File: src/rtl/maple_tx_seq.sv
// maple_tx_seq: second-generation Maple bus transmitter.
// Pulls bytes from a TX FIFO and drives pin1/pin5 plus the pad output enable.
// Produces the start pattern, 32-step data cells (four phases per bit) and the end pattern.
// Also provides abort, a tick prescaler and a saturating per-frame byte counter.
// Optional feature: define MAPLE_TX_PARITY_EN to append an XOR parity byte before END.
module maple_tx_seq #(
  parameter int START_PULSES = 4,
  parameter int TICK_DIV     = 1,
  parameter int CNT_W        = 9
) (
  input  logic             clk,
  input  logic             rst,
  output logic             pin1,
  output logic             pin5,
  output logic             oe,
  output logic             start_active,
  output logic             end_active,
  input  logic             trigger_start,
  input  logic             trigger_end,
  input  logic             abort,
  input  logic             tick,
  input  logic [7:0]       fifo_data,
  input  logic             data_avail,
  output logic             data_consume,
  output logic [CNT_W-1:0] tx_count
);

  localparam int START_END  = 6 + 5 * START_PULSES;
  localparam int START_LAST = 7 + 5 * START_PULSES;
  localparam int PW         = (TICK_DIV > 1) ? $clog2(TICK_DIV) : 1;

  typedef enum logic [2:0] {S_IDLE, S_START, S_DATA, S_PAR, S_END} state_t;

  state_t        state;
  logic [6:0]    cnt;
  logic [PW-1:0] presc;
  logic [7:0]    latch;
  logic          latch_ready;
  logic          step;
  logic          trig_ok;
`ifdef MAPLE_TX_PARITY_EN
  logic [7:0]    parity;
`endif

  assign step         = tick && (presc == PW'(TICK_DIV - 1));
  assign trig_ok      = (trigger_start || trigger_end) && (state == S_IDLE || state == S_DATA);
  assign data_consume = data_avail & latch_ready;

  function automatic logic start_pin1(input logic [6:0] k);
    return (int'(k) < 3) || (int'(k) >= START_END);
  endfunction

  function automatic logic start_pin5(input logic [6:0] k);
    int d;
    d = int'(k) - 6;
    if (d >= 0 && int'(k) < START_END && (d % 5) < 2) return 1'b0;
    return 1'b1;
  endfunction

  function automatic logic end_pin1(input logic [6:0] k);
    return !(k == 7'd6 || k == 7'd7 || k == 7'd11 || k == 7'd12);
  endfunction

  function automatic logic end_pin5(input logic [6:0] k);
    return (k < 7'd3) || (k >= 7'd16);
  endfunction

  // Even bit slots (b7,b5,b3,b1) go out on pin5, odd slots on pin1.
  function automatic logic cell_pin5(input logic [6:0] k, input logic [7:0] b, input logic cur);
    if (k[2:0] == 3'd0) return b[3'd7 - k[4:2]];
    if (k[2:0] == 3'd3) return 1'b1;
    if (k[2:0] == 3'd6) return 1'b0;
    return cur;
  endfunction

  function automatic logic cell_pin1(input logic [6:0] k, input logic [7:0] b, input logic cur);
    if (k == 7'd31)     return 1'b1;
    if (k[2:0] == 3'd4) return b[3'd7 - k[4:2]];
    if (k[2:0] == 3'd2) return 1'b0;
    if (k[2:0] == 3'd7) return 1'b1;
    return cur;
  endfunction

  // Frame sequencer: triggers, byte latching, pattern stepping and line outputs.
  always_ff @(posedge clk) begin
    if (rst || abort) begin
      state        <= S_IDLE;
      pin1         <= 1'b1;
      pin5         <= 1'b1;
      oe           <= 1'b0;
      start_active <= 1'b0;
      end_active   <= 1'b0;
      latch_ready  <= 1'b0;
      cnt          <= '0;
      presc        <= '0;
`ifdef MAPLE_TX_PARITY_EN
      parity       <= '0;
`endif
      if (rst) tx_count <= '0;
    end else begin
      if (trig_ok)   presc <= '0;
      else if (tick) presc <= step ? '0 : presc + PW'(1);

      if (data_consume) begin
        latch       <= fifo_data;
        latch_ready <= 1'b0;
`ifdef MAPLE_TX_PARITY_EN
        parity      <= parity ^ fifo_data;
`endif
      end

      if (trig_ok) begin
        oe           <= 1'b1;
        cnt          <= '0;
        start_active <= trigger_start;
        end_active   <= trigger_end;
        // A byte popped in this same cycle stays latched for the new frame.
        if ((trigger_start || !oe) && !data_consume) latch_ready <= 1'b1;
        if (trigger_start) begin
          tx_count <= '0;
`ifdef MAPLE_TX_PARITY_EN
          parity   <= data_consume ? fifo_data : 8'h00;
`endif
        end
        state <= trigger_start ? S_START : S_DATA;
      end else begin
        case (state)
          S_START: begin
            if (step) begin
              pin1 <= start_pin1(cnt);
              pin5 <= start_pin5(cnt);
              if (cnt == 7'(START_LAST)) begin
                start_active <= 1'b0;
                cnt          <= '0;
                state        <= S_DATA;
              end else begin
                cnt <= cnt + 7'd1;
              end
            end
          end
          S_DATA, S_PAR: begin
            if (state == S_DATA && latch_ready) begin
              if (end_active && !data_avail) begin
                cnt <= '0;
`ifdef MAPLE_TX_PARITY_EN
                latch       <= parity;
                latch_ready <= 1'b0;
                state       <= S_PAR;
`else
                state       <= S_END;
`endif
              end
            end else if (!latch_ready && step) begin
              pin1 <= cell_pin1(cnt, latch, pin1);
              pin5 <= cell_pin5(cnt, latch, pin5);
              if (cnt == 7'd31) begin
                cnt         <= '0;
                latch_ready <= 1'b1;
                if (state == S_PAR)       state    <= S_END;
                else if (tx_count != '1)  tx_count <= tx_count + CNT_W'(1);
              end else begin
                cnt <= cnt + 7'd1;
              end
            end
          end
          S_END: begin
            if (step) begin
              pin1 <= end_pin1(cnt);
              pin5 <= end_pin5(cnt);
              if (cnt >= 7'd16) begin
                end_active  <= 1'b0;
                latch_ready <= 1'b0;
                oe          <= 1'b0;
                cnt         <= '0;
                state       <= S_IDLE;
              end else begin
                cnt <= cnt + 7'd1;
              end
            end
          end
          default: ;
        endcase
      end
    end
  end

endmodule

File: config.mk
export PLATFORM = sky130hd
export DESIGN_NAME = maple_tx_seq
export DESIGN_NICKNAME = d
export VERILOG_FILES = /design/src/rtl/maple_tx_seq.sv
export SDC_FILE = /design/constraint.sdc
export NUM_CORES = 1
export LEC_CHECK = 0
export ABC_AREA = 1
export CAP_MARGIN = 20
export CORE_MARGIN = 8
export CORE_UTILIZATION = 47
export CTS_CLUSTER_SIZE = 14
export DETAILED_ROUTE_END_ITERATION = 10
export GPL_ROUTABILITY_DRIVEN = 0
export HOLD_SLACK_MARGIN = 0.15
export PLACE_DENSITY = 0.71
export SYNTH_ARGS = -nofsm -noshare
export SYNTH_HDL_FRONTEND = slang
export SYNTH_SLANG_ARGS = --single-unit
File: constraint.sdc
create_clock -name clk -period 4.3 [get_ports clk]
set_input_delay 1.075 -clock clk [delete_from_list [all_inputs] [get_ports clk]]
set_output_delay 1.075 -clock clk [all_outputs]
set_load 0.03 [all_outputs]
---- Word-level counts from Yosys, hierarchy flattened ----
Index checks and enable logic that the tools add are counted.
word-level totals
  register bits after elaboration ......... 34
  latch bits .............................. 0
  RAM bits ................................ 0
  ROM bits ................................ 0
  input bits .............................. 15
  output and inout bits ................... 15
  logic and storage cells ................. 244
  memories ................................ 0
operators by class
  $add $sub $neg .......................... 5
  $mul .................................... 0
  divide/modulo/power cells ............... 1
  magnitude comparators ................... 8
  eq/ne operators ......................... 36
  shifts and indexed selects .............. 0
  mux-type cells .......................... 134
  bitwise gates (word level) .............. 4
  reductions and logical operators ........ 45
operator list
  operator                                                                              count
  1-bit two-way mux                                                                     99
  9-bit two-way mux                                                                     10
  7-bit two-way mux                                                                     8
  32-bit by 3-bit less-than comparator with 1-bit output (second input constant)        1
  32-bit by 4-bit modulo with 32-bit output (second input constant)                     1
  3-bit two-way mux                                                                     10
  3-bit inequality test (second input constant)                                         8
  7-bit case mux with 3 select lines                                                    1
  4-bit inequality test (second input constant)                                         5
  3-bit nonzero test                                                                    5
  7-bit by 3-bit equality test with 1-bit output (second input constant)                2
  7-bit by 4-bit equality test with 1-bit output (second input constant)                2
  7-bit by 5-bit equality test with 1-bit output (second input constant)                2
  7-bit by 5-bit greater-or-equal comparator with 1-bit output (second input constant)  2
  7-bit by 2-bit less-than comparator with 1-bit output (second input constant)         2
  7-bit AND reduction                                                                   2
  3-bit by 2-bit equality test with 1-bit output (second input constant)                4
  3-bit equality test (second input constant)                                           4
  2-bit inequality test (second input constant)                                         5
  2-bit nonzero test                                                                    5
  9-bit by 1-bit adder with 9-bit output (second input constant)                        1
  1-bit logical OR                                                                      9
  9-bit inequality test (second input constant)                                         1
  3-bit case mux with 3 select lines                                                    1
  26 further kinds                                                                      43

---- Longest topological paths before layout ----
  depth in word-level cells ............... 36
  gate-level depth with buffers ........... 44
  depth with buffers taken out ............ 43

---- Worst setup path before layout ----
No wires, ideal clock.
  path type ............................... reg-to-reg
  start point ............................. register cnt[1]
  end point ............................... register pin5
  library setup time ...................... 0.115 ns
  arrival ................................. 4.143 ns
  required time ........................... 4.185 ns
  setup slack ............................. 0.042 ns
  cell stages (with the launch flop) ...... 41
  path buffers ............................ 1
  clock period less this slack ............ 4.258 ns
  cell sequence ........................... dfxtp_1 ha_1 inv_2 nand3_2 buf_6 nand3_4 nand2_2 inv_2 a21oi_2 nand3_2 nand2_2 nand2_2 nand2_1 and2_4 nand3_2 nand2_4 inv_1 ha_1 [5 not listed] nand2_2 xor2_1 inv_1 ha_1 nor2_1 inv_1 nand2_1 nand2_1 nor2_1 nand2_1 nor2_1 nand3_1 nand2_1 nand2_1 nand2_1 nand2_1 nand2_1 nand2_1
on the way
  word-level cells in the longest chain between the ends .. 13
  elaborated cells on any way between the ends .. 52
  those cells by class .................... 1 x add/sub; 1 x div; 5 x order compare; 3 x eq/ne; 37 x mux; 5 x reduce/logical
ends and longest elaborated chain
  element                                                                                             RTL line  source
  from (decl)                                                                                         35        logic [6:0] cnt;
  from (signal assigned)                                                                              137       cnt <= cnt + 7'd1;
  from (signal assigned)                                                                              162       cnt <= cnt + 7'd1;
  from (signal assigned)                                                                              177       cnt <= cnt + 7'd1;
  parallel branches: the longest is 13 deep, another holds 32-bit by 4-bit modulo with 32-bit output  -
  to (signal assigned)                                                                                131       pin5 <= start_pin5(cnt);
  to (signal assigned)                                                                                155       pin5 <= cell_pin5(cnt, latch, pin5);
  to (signal assigned)                                                                                169       pin5 <= end_pin5(cnt);
  to (decl)                                                                                           14        output logic pin5,
Several ways; the timed one is not identified. The select of a mux whose other input is x is not followed.
A chain may end at the register's enable or synchronous reset.

---- Worst setup path in the final report ----
  start point ............................. register cnt[2]
  end point ............................... register pin5
Same word-level chain as after synthesis.

==> summary.md <==
| Metric | Value |
|---|---|
| Status | `finished, final reports clean` |
| Yosys Warn Count | `0` |
| Mux share of post-synthesis cell area | `0%` |
| Area added between synthesis and finish | `25.76%` |
| Max Clock Skew | `0.007288 ns` |
| Non-filler cells, final | `576` |
| Synth top area share | `16.98%` |
| Area leader, netlist | `edfxtp_1` |
| Sequential power share | `40.9%` |
| Endpoint class of the critical path | `flop` |
| CTS tree | `done` |
| Net Sw Frac | `28.08%` |
| # DRC | `0` |
| Clk pin slew, worst setup/hold paths | `0.07 ns` |
| Synth top area cells | `edfxtp_1, dfxtp_1, nand2_1` |
| Vias in the first global route | `2,900` |
| PwrDens | `234.8 nW/um^2` |
| Initial antenna violation count | `0` |
| DR WL/cell | `12.69 um` |
| DIE AREA | `9212 um^2` |
| Ys flop type | `edfxtp_1` |
| Post-Syn Area | `3007 um^2` |
| GRT Resource Usage Total | `16.33%` |
| Vias per cell | `5.332` |
| Detailed Place HPWL | `5.699 mm` |
| Worst r2r src | `cnt[2]` |
| Endpoints failing hold | `0` |
| Mean area per synthesized cell | `6.741 um^2` |
| Placed insts | `562` |
| Die width | `95.98 um` |
| Most common cell after layout, fill and taps aside | `nand2_1` |
| Root cell of the clock tree | `clkbuf_8` |
| Largest net degree at the start of global routing | `15` |
| CP startpoint | `cnt[2]` |
| Max_slew headroom | `51.12%` |
| WL final | `7.308 mm` |
| Post-synthesis sequential area ratio | `28.30%` |
| Critical path's slowest cell | `dfxtp_4` |
| Post-route clock period utilization | `93.45%` |
| DP Area | `3473 um^2` |
| GRT overflow | `0` |
| Xor and xnor fraction of the mapped netlist area | `1.457%` |
| Final Setup Violations | `0` |
| Rows | `29` |
| Fill count | `605` |
| First-pass GRT wire length | `12.48 mm` |
| DR vias | `3,071` |
| Compound-Gate Fraction of Synth Area | `14.27%` |
| Final #Nets | `526` |
| Clk pwr share | `37.0%` |
| Slew @ Worst Pin | `0.7305 ns` |
| Sequential cell area | `863.3 um^2` |
| Longest Clk Path Bufs | `2` |
| Core Area | `6277 um^2` |
| CP Class | `flop to flop` |
| Leakage | `1.711 nW` |
| Maximum vdd drop | `0.1960 mV` |
| Post-route cell area | `3781 um^2` |
| Multi-input logic area | `1948 um^2` |
| R2R Setup Slk | `0.28 ns` |
| Setup ws final | `0.2816 ns` |
| Fin util | `60.24%` |
| Post-synth EDFFs | `17` |
| Slew Viols, Final | `0` |
| CTS Buf Count | `5` |
| Synthesized net count | `474` |
| Post-Syn Instances | `446` |
| Number of H-tree levels | `2` |
| Most frequent cells in the layout | `nand2_1, inv_1, nor2_1` |
| Port Buffers | `29` |
| RSZ-0062 raised after global routing | `true` |
| IO Pins | `30` |
| Worst Path Max Fanout | `7` |
| Comb pwr share | `22.1%` |
| Worst setup SP type | `flop` |
| Min-delay src | `presc` |
| Achievable clock frequency | `248.9 MHz` |
| Layout cell share with drive strength beyond 1 | `19.44%` |
| Total of max-cap violations | `0` |
| DIE HEIGHT | `95.98 um` |
| Crit path time final | `4.018 ns` |
| Initial Util | `47.90%` |
| Pint | `0.6386 mW` |
| TNS Setup | `0 ns` |
| DRT antenna net count | `0` |
| ANT cells | `0` |
| Largest family of logic cells by synthesized area | `simple AND/OR/NAND/NOR gates` |
| CP required | `4.48 ns` |
| Worst skew pair latency | `0.28 ns` |
| Switching power total | `0.2493 mW` |
| Yosys reg bits | `34` |
| Post-place setup slack | `-0.09457 ns` |
| DRT iter0 DRCs | `210` |
| CP peak stage delay | `0.36 ns` |
| Worst min path class | `flop to flop` |
| Post-synthesis adder-cell area fraction | `5.410%` |
| Asr flop ratio synth | `0%` |
| DRT Pass-1 Iters | `5` |
| Clock sinks | `34` |
| Critical path arrival | `4.20 ns` |
| Distinct cells, synth | `47` |
| Post-Synth Simple-Gate Area | `40.07%` |
| Cell mode on critical path | `nand2_1` |
[flip-flops by register name, indices dropped and copies added (netlist names)]
| register | flops |
|---|---|
| pin5 | 1 |
| start_active | 1 |
| presc | 1 |
| latch | 8 |
| oe | 1 |
| latch_ready | 1 |
| cnt | 7 |
| state | 3 |
| pin1 | 1 |
| tx_count | 9 |
| end_active | 1 |
[cells in the mapped netlist, types with 3 or more instances]
library cell and n:
inv_2 9, a31oi_1 3, dfxtp_1 17, nand2_1 90, nor3b_1 4, ha_1 13
o21ai_0 17, inv_1 63, nand3_1 31, nor2_1 60, o211ai_1 3, edfxtp_1 17
nand2_2 13, a211oi_1 3, nand3_4 3, xor2_1 4, nand3_2 9, nor3_1 7
nand4_1 15, a21oi_1 28
[per-stage QoR]
step / power [mW] / hold slack (ns)
6_report: 0.8879 / 0.4495
2_1_floorplan: 0.4928 / 0.4213
4_1_cts: 0.8821 / 0.4481
5_1_grt: 0.9358 / 0.4934
3_3_place_gp: 0.5494 / 0.4294
3_5_place_dp: 0.5526 / 0.4375
[worst paths after layout]
path            to  cells after the start
min reg2reg  presc                      2
max           pin5                     40
min          presc                      2
max reg2reg   pin5                     40
[routing by layer]
layer / track usage [%] / share of wire, %
met3: 3.120 / 4.5
met2: 27.98 / 48
met5: 0 / 0
met4: 3.969 / 1.2
met1: 20.49 / 46
[worst max-delay path, delay by kind of cell (launching register included)]
kind	cells	cell delay, ns
AND/OR/NAND/NOR	30	2.37
adder cells (fa/ha/maj)	3	0.51
buffers and inverters	5	0.38
flip-flops	1	0.36
AO/OA/AOI/OAI	1	0.16
XOR/XNOR	1	0.15
[final cells by class]
type | instances | share of cell area [%]
well taps | 77 | 2.548
repair buffers | 50 | 12.04
multi-input cells | 332 | 51.52
clock inverters | 2 | 1.026
flip-flops and latches | 34 | 22.83
clock buffers | 6 | 2.482
inverters | 75 | 7.545
[cell families (layout without fill, tap and decap cells)]
family | after synthesis | count (layout)
buffers and inverters | 80 | 133
XOR/XNOR | 5 | 5
adder cells (fa/ha/maj) | 13 | 13
flip-flops | 34 | 34
AND/OR/NAND/NOR | 244 | 244
AO/OA/AOI/OAI | 70 | 70
[repair_timing]
action,in CTS,in global routing
setup buffers,0,6
cloned,0,0
pin swaps,5,15
gates resized for setup,9,26
setup endpoints to repair,1,1
hold buffers,0,0
[power by group through the flow]
stage / registers (mW) / clock network (mW) / logic (mW)
5_1_grt: 0.365 / 0.351 / 0.219
2_1_floorplan: 0.387 / 0 / 0.106
4_1_cts: 0.364 / 0.335 / 0.183
6_report: 0.363 / 0.329 / 0.196
3_5_place_dp: 0.371 / 0 / 0.181
3_3_place_gp: 0.371 / 0 / 0.178
Note: power is estimated with default switching activity, not from simulation.
